`config.mk`:
```
export PLATFORM = sky130hd
export DESIGN_NAME = hv_reg_access_arb
export DESIGN_NICKNAME = d
export VERILOG_FILES = /design/src/rtl/hv_pkg.sv /design/src/rtl/hv_arb_pick.sv /design/src/rtl/hv_reg_access_arb.sv
export SDC_FILE = /design/constraint.sdc
export NUM_CORES = 1
export LEC_CHECK = 0
export BUFFER_PORTS_ARGS = -buffer_cell sky130_fd_sc_hd__buf_4
export CAP_MARGIN = 20
export CORE_MARGIN = 4
export CORE_UTILIZATION = 49
export DETAILED_ROUTE_END_ITERATION = 8
export MAX_ROUTING_LAYER = met4
export PLACE_DENSITY = 0.86
export SLEW_MARGIN = 30
export SYNTH_ARGS = -nofsm -noshare
export SYNTH_HDL_FRONTEND = slang
export SYNTH_SLANG_ARGS = --single-unit
export TNS_END_PERCENT = 50
```
`constraint.sdc`:
```
create_clock -name i_clk -period 3.51 [get_ports i_clk]
set_input_delay 0.702 -clock i_clk [delete_from_list [all_inputs] [get_ports i_clk]]
set_output_delay 0.702 -clock i_clk [all_outputs]
set_load 0.005 [all_outputs]
```
`src/rtl/hv_pkg.sv`:
```
// hv_pkg: shared FSM state encoding and default timeout for the register-access arbiter.
package hv_pkg;

    typedef enum logic [1:0] {
        ST_IDLE  = 2'd0,
        ST_ISSUE = 2'd1,
        ST_WAIT  = 2'd2,
        ST_RSP   = 2'd3
    } hv_state_t;

    localparam int TMO_CYC_DEF = 15;

endpackage

```
`src/rtl/hv_arb_pick.sv`:
```
// hv_arb_pick: combinational one-hot winner picker; scans from index 0, or from ptr+1 when RR_EN.
`default_nettype none

module hv_arb_pick #(
    parameter int NUM_REQ = 4,
    parameter bit RR_EN   = 1'b0
) (
    input  logic [NUM_REQ-1:0]         req,
    input  logic [$clog2(NUM_REQ)-1:0] ptr,
    output logic [NUM_REQ-1:0]         gnt
);

    int   start;
    int   idx;
    logic found;

    always_comb begin
        gnt   = '0;
        found = 1'b0;
        idx   = 0;
        start = RR_EN ? ((int'(ptr) + 1) % NUM_REQ) : 0;
        for (int i = 0; i < NUM_REQ; i++) begin
            idx = (start + i) % NUM_REQ;
            if (!found && req[idx]) begin
                gnt[idx] = 1'b1;
                found    = 1'b1;
            end
        end
    end

endmodule

`default_nettype wire

```
`src/rtl/hv_reg_access_arb.sv`:
```
// hv_reg_access_arb: N-to-1 register-file access arbiter, one outstanding access with timeout.
// Define HV_REG_ARB_RR_EN for round-robin arbitration (default: fixed priority, lowest index wins).
`default_nettype none

module hv_reg_access_arb
    import hv_pkg::*;
#(
    parameter int NUM_REQ   = 4,
    parameter int REG_AW    = 7,
    parameter int REG_DW    = 8,
    parameter int REG_CRC_W = 8,
    parameter int TMO_CYC   = TMO_CYC_DEF
) (
    input  logic                           i_clk,
    input  logic                           i_rst_n,
    input  logic [NUM_REQ-1:0]             i_req_vld,
    input  logic [NUM_REQ-1:0]             i_req_wr,
    input  logic [NUM_REQ*REG_AW-1:0]      i_req_addr,
    input  logic [NUM_REQ*REG_DW-1:0]      i_req_wdata,
    input  logic [NUM_REQ*REG_CRC_W-1:0]   i_req_wcrc,
    output logic [NUM_REQ-1:0]             o_req_gnt,
    output logic [NUM_REQ-1:0]             o_rsp_vld,
    output logic                           o_rsp_err,
    output logic [REG_AW-1:0]              o_rsp_addr,
    output logic [REG_DW-1:0]              o_rsp_data,
    output logic [REG_CRC_W-1:0]           o_rsp_crc,
    output logic                           o_reg_ren,
    output logic                           o_reg_wen,
    output logic [REG_AW-1:0]              o_reg_addr,
    output logic [REG_DW-1:0]              o_reg_wdata,
    output logic [REG_CRC_W-1:0]           o_reg_wcrc,
    input  logic                           i_reg_wack,
    input  logic                           i_reg_rack,
    input  logic [REG_DW-1:0]              i_reg_rdata,
    input  logic [REG_CRC_W-1:0]           i_reg_rcrc
);

    localparam int         PTR_W    = $clog2(NUM_REQ);
    localparam logic [7:0] TMO_LAST = 8'(TMO_CYC - 1);

    hv_state_t              state;
    hv_state_t              state_nxt;
    logic [NUM_REQ-1:0]     pick_oh;
    logic [NUM_REQ-1:0]     owner;
    logic                   wr_q;
    logic [REG_AW-1:0]      addr_q;
    logic [REG_DW-1:0]      wdata_q;
    logic [REG_CRC_W-1:0]   wcrc_q;
    logic [7:0]             cnt;
    logic                   sel_wr;
    logic [REG_AW-1:0]      sel_addr;
    logic [REG_DW-1:0]      sel_wdata;
    logic [REG_CRC_W-1:0]   sel_wcrc;
    logic                   ack_ok;
    logic                   tmo_hit;
    logic                   take;

`ifdef HV_REG_ARB_RR_EN
    logic [PTR_W-1:0] rr_ptr;
    logic [PTR_W-1:0] pick_idx;

    always_comb begin
        pick_idx = '0;
        for (int k = 0; k < NUM_REQ; k++) begin
            if (pick_oh[k]) pick_idx = PTR_W'(k);
        end
    end

    // Pointer tracks the last winner and moves when the access is latched.
    always_ff @(posedge i_clk or negedge i_rst_n) begin
        if (!i_rst_n)  rr_ptr <= '0;
        else if (take) rr_ptr <= pick_idx;
    end

    hv_arb_pick #(.NUM_REQ(NUM_REQ), .RR_EN(1'b1)) u_pick (
        .req (i_req_vld),
        .ptr (rr_ptr),
        .gnt (pick_oh)
    );
`else
    hv_arb_pick #(.NUM_REQ(NUM_REQ), .RR_EN(1'b0)) u_pick (
        .req (i_req_vld),
        .ptr ({PTR_W{1'b0}}),
        .gnt (pick_oh)
    );
`endif

    always_comb begin
        sel_wr    = 1'b0;
        sel_addr  = '0;
        sel_wdata = '0;
        sel_wcrc  = '0;
        for (int k = 0; k < NUM_REQ; k++) begin
            if (pick_oh[k]) begin
                sel_wr    = i_req_wr[k];
                sel_addr  = i_req_addr[k*REG_AW +: REG_AW];
                sel_wdata = i_req_wdata[k*REG_DW +: REG_DW];
                sel_wcrc  = i_req_wcrc[k*REG_CRC_W +: REG_CRC_W];
            end
        end
    end

    assign take    = (state == ST_IDLE) && (|i_req_vld);
    assign ack_ok  = (state == ST_WAIT) && (wr_q ? i_reg_wack : i_reg_rack);
    assign tmo_hit = (state == ST_WAIT) && (cnt == TMO_LAST);

    always_ff @(posedge i_clk or negedge i_rst_n) begin
        if (!i_rst_n) state <= ST_IDLE;
        else          state <= state_nxt;
    end

    always_comb begin
        state_nxt = state;
        o_req_gnt = '0;
        o_rsp_vld = '0;
        o_reg_wen = 1'b0;
        o_reg_ren = 1'b0;
        case (state)
            ST_IDLE:  if (|i_req_vld) state_nxt = ST_ISSUE;
            ST_ISSUE: begin
                o_req_gnt = owner;
                o_reg_wen = wr_q;
                o_reg_ren = ~wr_q;
                state_nxt = ST_WAIT;
            end
            ST_WAIT:  if (ack_ok || tmo_hit) state_nxt = ST_RSP;
            ST_RSP: begin
                o_rsp_vld = owner;
                state_nxt = ST_IDLE;
            end
            default:  state_nxt = ST_IDLE;
        endcase
    end

    always_ff @(posedge i_clk or negedge i_rst_n) begin
        if (!i_rst_n) begin
            owner      <= '0;
            wr_q       <= 1'b0;
            addr_q     <= '0;
            wdata_q    <= '0;
            wcrc_q     <= '0;
            cnt        <= '0;
            o_rsp_err  <= 1'b0;
            o_rsp_addr <= '0;
            o_rsp_data <= '0;
            o_rsp_crc  <= '0;
        end else begin
            if (take) begin
                owner   <= pick_oh;
                wr_q    <= sel_wr;
                addr_q  <= sel_addr;
                wdata_q <= sel_wdata;
                wcrc_q  <= sel_wcrc;
            end
            if (state == ST_ISSUE)     cnt <= '0;
            else if (state == ST_WAIT) cnt <= cnt + 8'd1;
            // Ack wins over a timeout landing in the same cycle.
            if (ack_ok) begin
                o_rsp_err  <= 1'b0;
                o_rsp_addr <= addr_q;
                o_rsp_data <= wr_q ? wdata_q : i_reg_rdata;
                o_rsp_crc  <= wr_q ? wcrc_q  : i_reg_rcrc;
            end else if (tmo_hit) begin
                o_rsp_err  <= 1'b1;
                o_rsp_addr <= addr_q;
                o_rsp_data <= '0;
                o_rsp_crc  <= '0;
            end
        end
    end

    assign o_reg_addr  = addr_q;
    assign o_reg_wdata = wdata_q;
    assign o_reg_wcrc  = wcrc_q;

endmodule

`default_nettype wire
```
==> results of run 1 <==
[metrics by stage]
stage          util (%)  power (W)
6_report           75.5    0.00360
3_3_place_gp       72.0    0.00286
2_1_floorplan         -    0.00213
4_1_cts            75.1    0.00358
5_1_grt            75.5    0.00384
3_5_place_dp       72.0    0.00293
[registers in the layout (all words and copies together) (netlist names), 4 cells and up]
name	flops
o_reg_addr	7
o_reg_wdata	8
o_rsp_crc	8
owner	4
o_rsp_addr	7
o_rsp_data	8
o_reg_wcrc	8
cnt	8
[critical path, stage by stage, from the launching register on]
cell,delay [ns]
dfrtp_1,0.41
inv_1,0.11
ha_1,0.37
inv_1,0.19
nor2_1,0.14
buf_4,0.12
[kinds of logic (layout without fill, tap and decap cells)]
kind of cell             Yosys count  count (layout)
flip-flops                        62              62
multiplexers                      26              26
XOR/XNOR                           3               3
adder cells (fa/ha/maj)            6               6
AND/OR/NAND/NOR                  104             104
AO/OA/AOI/OAI                    128             128
buffers and inverters             36             204
[power breakdown]
| group | switching (W) | internal [W] | total (W) | leakage, nW |
|---|---|---|---|---|
| logic | 0.000783 | 0.000888 | 0.00167 | 1.50 |
| clock network | 0.000272 | 0.000364 | 0.000635 | 0.106 |
| registers | 0.000257 | 0.00104 | 0.00130 | 0.734 |
| total | 0.00131 | 0.00229 | 0.00360 | 2.34 |
[layout make-up]
class                      instances  area, um^2  area share, %
multi-input combinational        267        1660           33.8
sequential                        62        1550           31.6
timing repair buffer             180        1370           28.0
clock buffer                      12         155           3.16
tap                               77        96.3           1.96
clock inverter                     4        45.0          0.918
inverter                           8        30.0          0.612
[metal layers]
metal / GRT usage (%) / vias to the layer above / routed length [um]
li1: - / 1626 / -
met1: 32.8 / 1644 / 4340
met2: 47.6 / 176 / 5840
met3: 5.17 / 27 / 830
met4: 11.7 / 0 / 320
met5: - / - / 0
[worst paths after layout]
| path | startpoint | endpoint | slack, ns |
|---|---|---|---|
| max in group asynchronous | i_rst_n | cnt[2] | 2.54 |
| hold / removal | i_rst_n | o_rsp_addr[4] | 0.45 |
| min in group i_clk | o_rsp_crc[3] | o_rsp_crc[3] | 0.49 |
| setup / recovery | state[1] | o_req_gnt[2] | 1.14 |
| setup reg to reg | state[0] | o_rsp_addr[6] | 1.36 |
| hold reg to reg | o_rsp_crc[3] | o_rsp_crc[3] | 0.49 |
[cell usage in the layout, fill, tap and decap left out, types with 2 or more instances in the layout]
cell type / instances
xor2_1: 3
o21ai_0: 52
buf_4: 179
o2bb2ai_1: 16
nand3_1: 4
mux2_4: 2
mux2_2: 6
clkbuf_8: 11
a31oi_1: 26
a221o_1: 4
nand2_1: 49
nor2_1: 30
a21oi_1: 24
nor2b_1: 2
and2_1: 7
nand2b_1: 2
clkinv_2: 3
ha_1: 6
mux2i_1: 18
inv_1: 8
dfrtp_1: 62
==> results.json, run 1 <==
{
  "synth-simple-area-share_pct": 14.7,
  "port_buffers": 176,
  "start_util_pct": 51.8,
  "arrival_ns": 1.67,
  "min_period_ns": 2.37,
  "slew_viol_final": 0,
  "leakage_nw": 2.34,
  "synth_mux_area_share_pct": 8.26,
  "place_ws_ns": 1.08,
  "dpl.hpwl_um": 8320,
  "rows": 29,
  "cts_buffers": 9,
  "dieArea_um2": 8250,
  "max-cap-violations": 0,
  "cts-root-buf": "clkbuf_8",
  "hp-class": "input pin to async pin",
  "fin_tns_setup_ns": 0,
  "fillers": 482,
  "rr_worst_depth": 7,
  "synth_seq_cells": 62,
  "fmax_ghz": 0.422,
  "layout.nets": 654,
  "synthTopCellsByCount": "dfrtp_1, o21ai_0, nand2_1",
  "coreArea_um2": 6490,
  "cts-resized-gates": 0,
  "syn_area_um2": 3360,
  "whs_ns": 0.449,
  "synth.area.top_cells": "dfrtp_1, o21ai_0, nand2_1",
  "grt_pass1_vias": 3595,
  "gr-total-overflow": 0,
  "cts_max_path_buffers": 2,
  "yosysTopAreaCellShare_pct": 46.1,
  "required_ns": 2.81,
  "synth_fa_ha_area_share_pct": 2.23,
  "antenna_found_initial": 0,
  "synth_flop_cell": "dfrtp_1",
  "vias": 3473,
  "worst_pin_slew_ns": 0.779,
  "grt_use_total_pct": 28.0,
  "area_delta_synth_final_pct": 45.8,
  "cts.clk_slew.worst_paths_ns": 0.07,
  "synth_compound_gate_area_share_pct": 23.0,
  "io_pins": 177,
  "grt_max_degree": 63,
  "dp_cells": 593,
  "ant_nets": 0,
  "critPathLaunchType": "register",
  "ys_warn_count": 0,
  "synth_top_family_by_area": "compound AO/OA/AOI/OAI gates",
  "drtIter0Drc": 246,
  "place_congestion": 0.875,
  "hold_violations": 0,
  "crit_path_end_kind": "primary output",
  "slew_headroom_pct": 48.0,
  "h-tree-depth": 3,
  "setup_viol": 0,
  "yosysMostFrequentCell": "dfrtp_1",
  "drive_above_1_share_pct": 39.4,
  "finalWorstSetupSlack_ns": 1.14,
  "path_class": "register to primary output",
  "postCtsSetupRepairBufs": 0,
  "ir_drop_uv": 440,
  "die_y_um": 90.8,
  "rsz0062_at_grt": "false",
  "instances_no_fill": 610,
  "n_antenna_cell": 0,
  "cts_tree": "done",
  "syn_avg_cell_area_um2": 9.21,
  "drc_errors": 0,
  "ys_seq_area_share_pct": 46.1,
  "synth_area_leader_cell": "dfrtp_1",
  "syn_nets": 491,
  "clk_latency_ns": 0.33,
  "fin_area_um2": 4900,
  "async_reset_ff_share_pct": 100,
  "viasPerCell": 5.69,
  "post-route-period-util_pct": 67.6,
  "skew_ns": 0.00904,
  "dieWidth_um": 90.8,
  "status": "completed",
  "synth_cells": 365,
  "crit_fanout": 11,
  "synth-edff-count": 0,
  "grt_pass1_wl_um": 18000,
  "clock_sink_count": 62,
  "wl_per_cell_um": 18.6,
  "synth_cell_type_count": 37,
  "drt_first_pass_iters": 4,
  "powerDensity_nw_per_um2": 734,
  "dpl_cell_area_um2": 4680,
  "holdBufCountCts": 0,
  "synthXorXnorAreaFrac_pct": 0.781,
  "routed_wl_um": 11300
}
No activity file was read; power rests on OpenSTA's default activity.
==> run 2, diff against run 1 <==
- CORE_UTILIZATION: 49 -> 45
- PLACE_DENSITY: 0.86 -> 0.8
- clock period: 3.51 -> 2.25 ns (I/O delays scaled with it)
==> run 2 against run 1 <==
Power up 62%. Routed wire length shrank 0.22%. Critical endpoint unchanged. First-iteration DRC count decreased by 37%. Sequential share of layout area down 0.70 points. Worst hold slack lost 0.25 ns. Critical path type unchanged. Register-to-register slack got worse by 1.1 ns.
==> results.json, run 2 (same netlist as run 1, synthesis figures left out) <==
{
  "grt_pass1_wl_um": 16900,
  "status": "completed",
  "cpMostUsedCell": "inv_1",
  "required_ns": 1.80,
  "ant_nets": 0,
  "routed_wl_um": 11300,
  "cts_max_path_buffers": 2,
  "powerDensity_nw_per_um2": 1170,
  "area_delta_synth_final_pct": 49.1,
  "rsz0062_at_grt": "false",
  "io_pins": 177,
  "min_period_ns": 2.05,
  "layout.nets": 658,
  "hp-class": "input pin to async pin",
  "cts.clk_slew.worst_paths_ns": 0.07,
  "cts_buffers": 9,
  "dieWidth_um": 94.5,
  "critPathLaunchType": "register",
  "ir_drop_uv": 393,
  "drt_first_pass_iters": 6,
  "port_buffers": 176,
  "layout_common_cells": "buf_4, dfrtp_1, o21ai_0",
  "cpMaxStageDelayCell": "dfrtp_1",
  "grt_max_degree": 63,
  "arrival_ns": 1.60,
  "wl_per_cell_um": 17.8,
  "clock_sink_count": 62,
  "setup_viol": 0,
  "dpl.hpwl_um": 8520,
  "clk_latency_ns": 0.33,
  "cts_tree": "done",
  "crit_path_end_kind": "primary output",
  "drc_errors": 0,
  "whs_ns": 0.196,
  "h-tree-depth": 3,
  "grt_use_total_pct": 25.4,
  "viasPerCell": 5.44,
  "dieArea_um2": 8920,
  "hold_violations": 0,
  "slew_headroom_pct": 47.7,
  "worstPathCellList": "inv_1, ha_2, inv_1, nor2_1, buf_4",
  "grt_pass1_vias": 3378,
  "vias": 3460,
  "max-cap-violations": 0,
  "drtIter0Drc": 154,
  "gr-total-overflow": 0,
  "slew_viol_final": 0,
  "path_class": "register to primary output",
  "critPathBufInv": 3,
  "crit_fanout": 11,
  "holdBufCountCts": 0,
  "fin_util_pct": 69.2,
  "antenna_found_initial": 0,
  "drive_above_1_share_pct": 40.0,
  "n_antenna_cell": 0,
  "rows": 31,
  "leakage_nw": 2.38,
  "slowest_delay_ns": 0.40,
  "fmax_ghz": 0.487,
  "start_util_pct": 46.4,
  "crit_family": "flip-flops",
  "layout_commonest_cell": "buf_4",
  "place_congestion": 0.920,
  "cts-root-buf": "clkbuf_8",
  "coreArea_um2": 7250,
  "fin_tns_setup_ns": 0,
  "skew_ns": 0.00909,
  "post-route-period-util_pct": 91.3,
  "die_y_um": 94.5,
  "worst_pin_slew_ns": 0.785
}
-- run 2: where the power goes --
| group | internal (W) | switching (W) |
|---|---|---|
| Sequential | 0.00162 | 0.000413 |
| Clock | 0.000714 | 0.000428 |
| Combinational | 0.00141 | 0.00126 |
-- run 2: layout make-up --
| class | instances | area (um^2) |
|---|---|---|
| fillers | 587 | 2240 |
| multi-input cells | 267 | 1660 |
| flip-flops and latches | 62 | 1550 |
| repair buffers | 184 | 1410 |
| clock buffers | 13 | 169 |
| well taps | 99 | 124 |
| clock inverters | 3 | 65.1 |
| inverters | 8 | 30.0 |
-- run 2: metal layers --
| metal | vias to the layer above | track usage, % | part of all wire, % |
|---|---|---|---|
| met1 | 1656 | 31.4 | 40 |
| met5 | - | - | 0 |
| met3 | 22 | 3.67 | 6.5 |
| li1 | 1630 | - | - |
| met4 | 0 | 8.89 | 2.1 |
| met2 | 152 | 42.6 | 52 |
-- run 2: what timing repair did --
item | 4_1_cts | 5_1_grt
buffers inserted | 0 | 0
gates resized for setup | 0 | 1
endpoints found under the setup margin | 0 | 2
-- run 2: metrics by stage --
step | worst slack [ns] | std cells | power, W | instance area [um^2]
floorplan | 0.560 | 365 | 0.00332 | 3360
finish | 0.195 | 636 | 0.00585 | 5020
CTS | 0.0762 | 635 | 0.00578 | 4990
detailed placement | 0.135 | 619 | 0.00463 | 4750
global placement | -0.0306 | 619 | 0.00453 | 4750
global route | 0.104 | 636 | 0.00618 | 5020
-- run 2: final timing paths --
kind	from	endpoint	slack [ns]	depth (start not counted)
worst max register to register	state[0]	o_rsp_addr[5]	0.22	6
worst max-delay path	state[1]	o_req_gnt[2]	0.20	5
worst min-delay path	i_rst_n	o_rsp_crc[5]	0.20	1
worst min register to register	o_rsp_data[4]	o_rsp_data[4]	0.49	1
min in group i_clk	i_req_addr[26]	o_reg_addr[5]	0.37	3
max in group asynchronous	i_rst_n	o_reg_wdata[2]	1.54	1
-- run 2: worst reg2reg max path: cells and delay by family, from the launching register on --
family                   cells  cell delay [ns]
flip-flops                   1             0.41
multiplexers                 1             0.43
adder cells (fa/ha/maj)      1             0.24
AND/OR/NAND/NOR              3             0.73
buffers and inverters        1             0.12
==> run 3, diff against run 2 <==
- CORE_UTILIZATION: 45 -> 47
- PLACE_DENSITY: 0.8 -> 0.81
- SYNTH_HIERARCHICAL: default -> 1
==> run 3 against run 2 <==
Clock skew is 0.0020 ns higher. Count of clock-buffer cells in the layout is 1 lower. Highest routed layer unchanged. Sequential power hardly changed. Worst setup slack better by 0.021 ns. Routed wire length is 2.7% higher. Register-to-register slack better by 0.03 ns. First-iteration DRC count is 19% lower. Clock power is 6% lower. Maximum frequency is 1.0% higher. Largest power group unchanged. Power is 1.2% higher.
==> results.json, run 3 <==
{
  "p_sw_share_pct": 36.1,
  "slew_headroom_pct": 48.0,
  "cts_tree": "done",
  "rsz0062_at_grt": "false",
  "antenna_found_initial": 0,
  "p_int_w": 0.00378,
  "clk_latency_ns": 0.34,
  "path_class": "register to primary output",
  "cts_buffers": 9,
  "power_w": 0.00592,
  "dieArea_um2": 9180,
  "cts-resized-gates": 0,
  "ir_drop_uv": 511,
  "arrival_ns": 1.58,
  "cts_max_path_buffers": 2,
  "drtIter0Drc": 125,
  "status": "completed",
  "reg2reg_from": "state[0]",
  "drt_first_pass_iters": 5,
  "powerDensity_nw_per_um2": 1130,
  "crit_path_end_kind": "primary output",
  "slew_viol_final": 0,
  "grt_pass1_wl_um": 17700,
  "fmax_ghz": 0.492,
  "required_ns": 1.80,
  "syn_avg_cell_area_um2": 9.61,
  "fin_util_pct": 71.3,
  "io_pins": 177,
  "die_y_um": 95.8,
  "rr_worst_depth": 5,
  "hp-class": "input pin to async pin",
  "worstSetupEndpoint": "o_req_gnt[3]",
  "routed_wl_um": 11600,
  "ff2ff_setup_slack_ns": 0.25,
  "syn_area_um2": 3620,
  "clock_sink_count": 62,
  "wl_per_cell_um": 17.9,
  "reg2reg_to": "o_rsp_addr[0]",
  "viasPerCell": 5.68,
  "n_antenna_cell": 0,
  "vias": 3685,
  "critPathLaunchType": "register",
  "dieWidth_um": 95.8,
  "leakage_nw": 2.58,
  "synth_cells": 377,
  "grt_max_degree": 63,
  "clock_power_share_pct": 18.2,
  "place_congestion": 0.887,
  "layout_commonest_cell": "buf_4",
  "crit_fanout": 13,
  "layout_common_cells": "buf_4, dfrtp_1, nand2_1",
  "layout.nets": 671,
  "holdBufCountCts": 0,
  "post-route-period-util_pct": 90.4,
  "start_util_pct": 49.2,
  "ant_nets": 0,
  "syn_nets": 503,
  "drive_above_1_share_pct": 40.4,
  "port_buffers": 176,
  "combPwrFrac_pct": 47.0,
  "coreArea_um2": 7370,
  "cts-root-buf": "clkbuf_8",
  "worst_pin_slew_ns": 0.780,
  "h-tree-depth": 3,
  "grt_pass1_vias": 3655,
  "setup_viol": 0,
  "max-cap-violations": 0,
  "gr-total-overflow": 0,
  "hold_violations": 0,
  "postCtsSetupRepairBufs": 0,
  "ys_warn_count": 6,
  "p_sw_w": 0.00214,
  "drc_errors": 0,
  "rows": 31,
  "area_delta_synth_final_pct": 45.0,
  "cts.clk_slew.worst_paths_ns": 0.07,
  "dpl.hpwl_um": 8550,
  "grt_use_total_pct": 25.8,
  "power_frac_seq_pct": 34.8,
  "min_period_ns": 2.03,
  "skew_ns": 0.0111,
  "crit_start": "state[1]",
  "fin_tns_setup_ns": 0
}
run 3: cell types whose count changed in the layout (fill, tap and decap cells not counted), sizes merged, moves of 3 or more:
cell,change
o21ai,-48
nand3b,+22
buf,+4
a221o,+20
inv,+22
nor2,-6
xor2,-3
mux2,+4
nand2,-18
run 3: layout make-up:
class / count / area [um^2]
fillers: 606 / 2120
well taps: 99 / 124
clock inverters: 4 / 70.1
multi-input cells: 254 / 1830
inverters: 30 / 113
clock buffers: 12 / 145
repair buffers: 188 / 1420
flip-flops and latches: 62 / 1550
run 3: metrics by stage:
stage / hold slack, ns / worst slack, ns / cell area (um^2) / instances
2_1_floorplan: 0.154 / 0.470 / 3620 / 377
3_3_place_gp: 0.472 / 0.307 / 5040 / 633
3_5_place_dp: 0.475 / 0.233 / 5040 / 633
4_1_cts: 0.219 / 0.214 / 5250 / 649
5_1_grt: 0.252 / 0.0984 / 5250 / 649
6_report: 0.189 / 0.216 / 5250 / 649
run 3: layer usage:
layer	vias up	part of all wire [%]	GRT usage (%)
met1	1776	40	31.6
met5	-	0	-
met4	0	3.1	12.0
met2	165	50	41.9
li1	1713	-	-
met3	31	7.2	4.22
run 3: worst max-delay path, stage by stage, from the launching register on:
cell and delay, ns:
dfrtp_1 0.42, inv_1 0.12, ha_1 0.41, and2_1 0.20
buf_4 0.11
run 3: worst min-delay path by stage:
stage | slack, ns | end | cells past startpoint
floorplan | 0.15 | cnt[0] | 0
global placement | 0.47 | o_rsp_crc[0] | 1
detailed placement | 0.47 | o_rsp_crc[5] | 1
CTS | 0.22 | owner[0] | 1
global route | 0.25 | owner[0] | 1
finish | 0.19 | owner[0] | 1
run 3: power by group through the flow:
stage	Sequential (W)	Combinational, W	Clock (W)
floorplan	0.00201	0.00152	0
global placement	0.00205	0.00269	0
detailed placement	0.00207	0.00279	0
CTS	0.00205	0.00280	0.00109
global route	0.00213	0.00307	0.00114
finish	0.00206	0.00278	0.00107
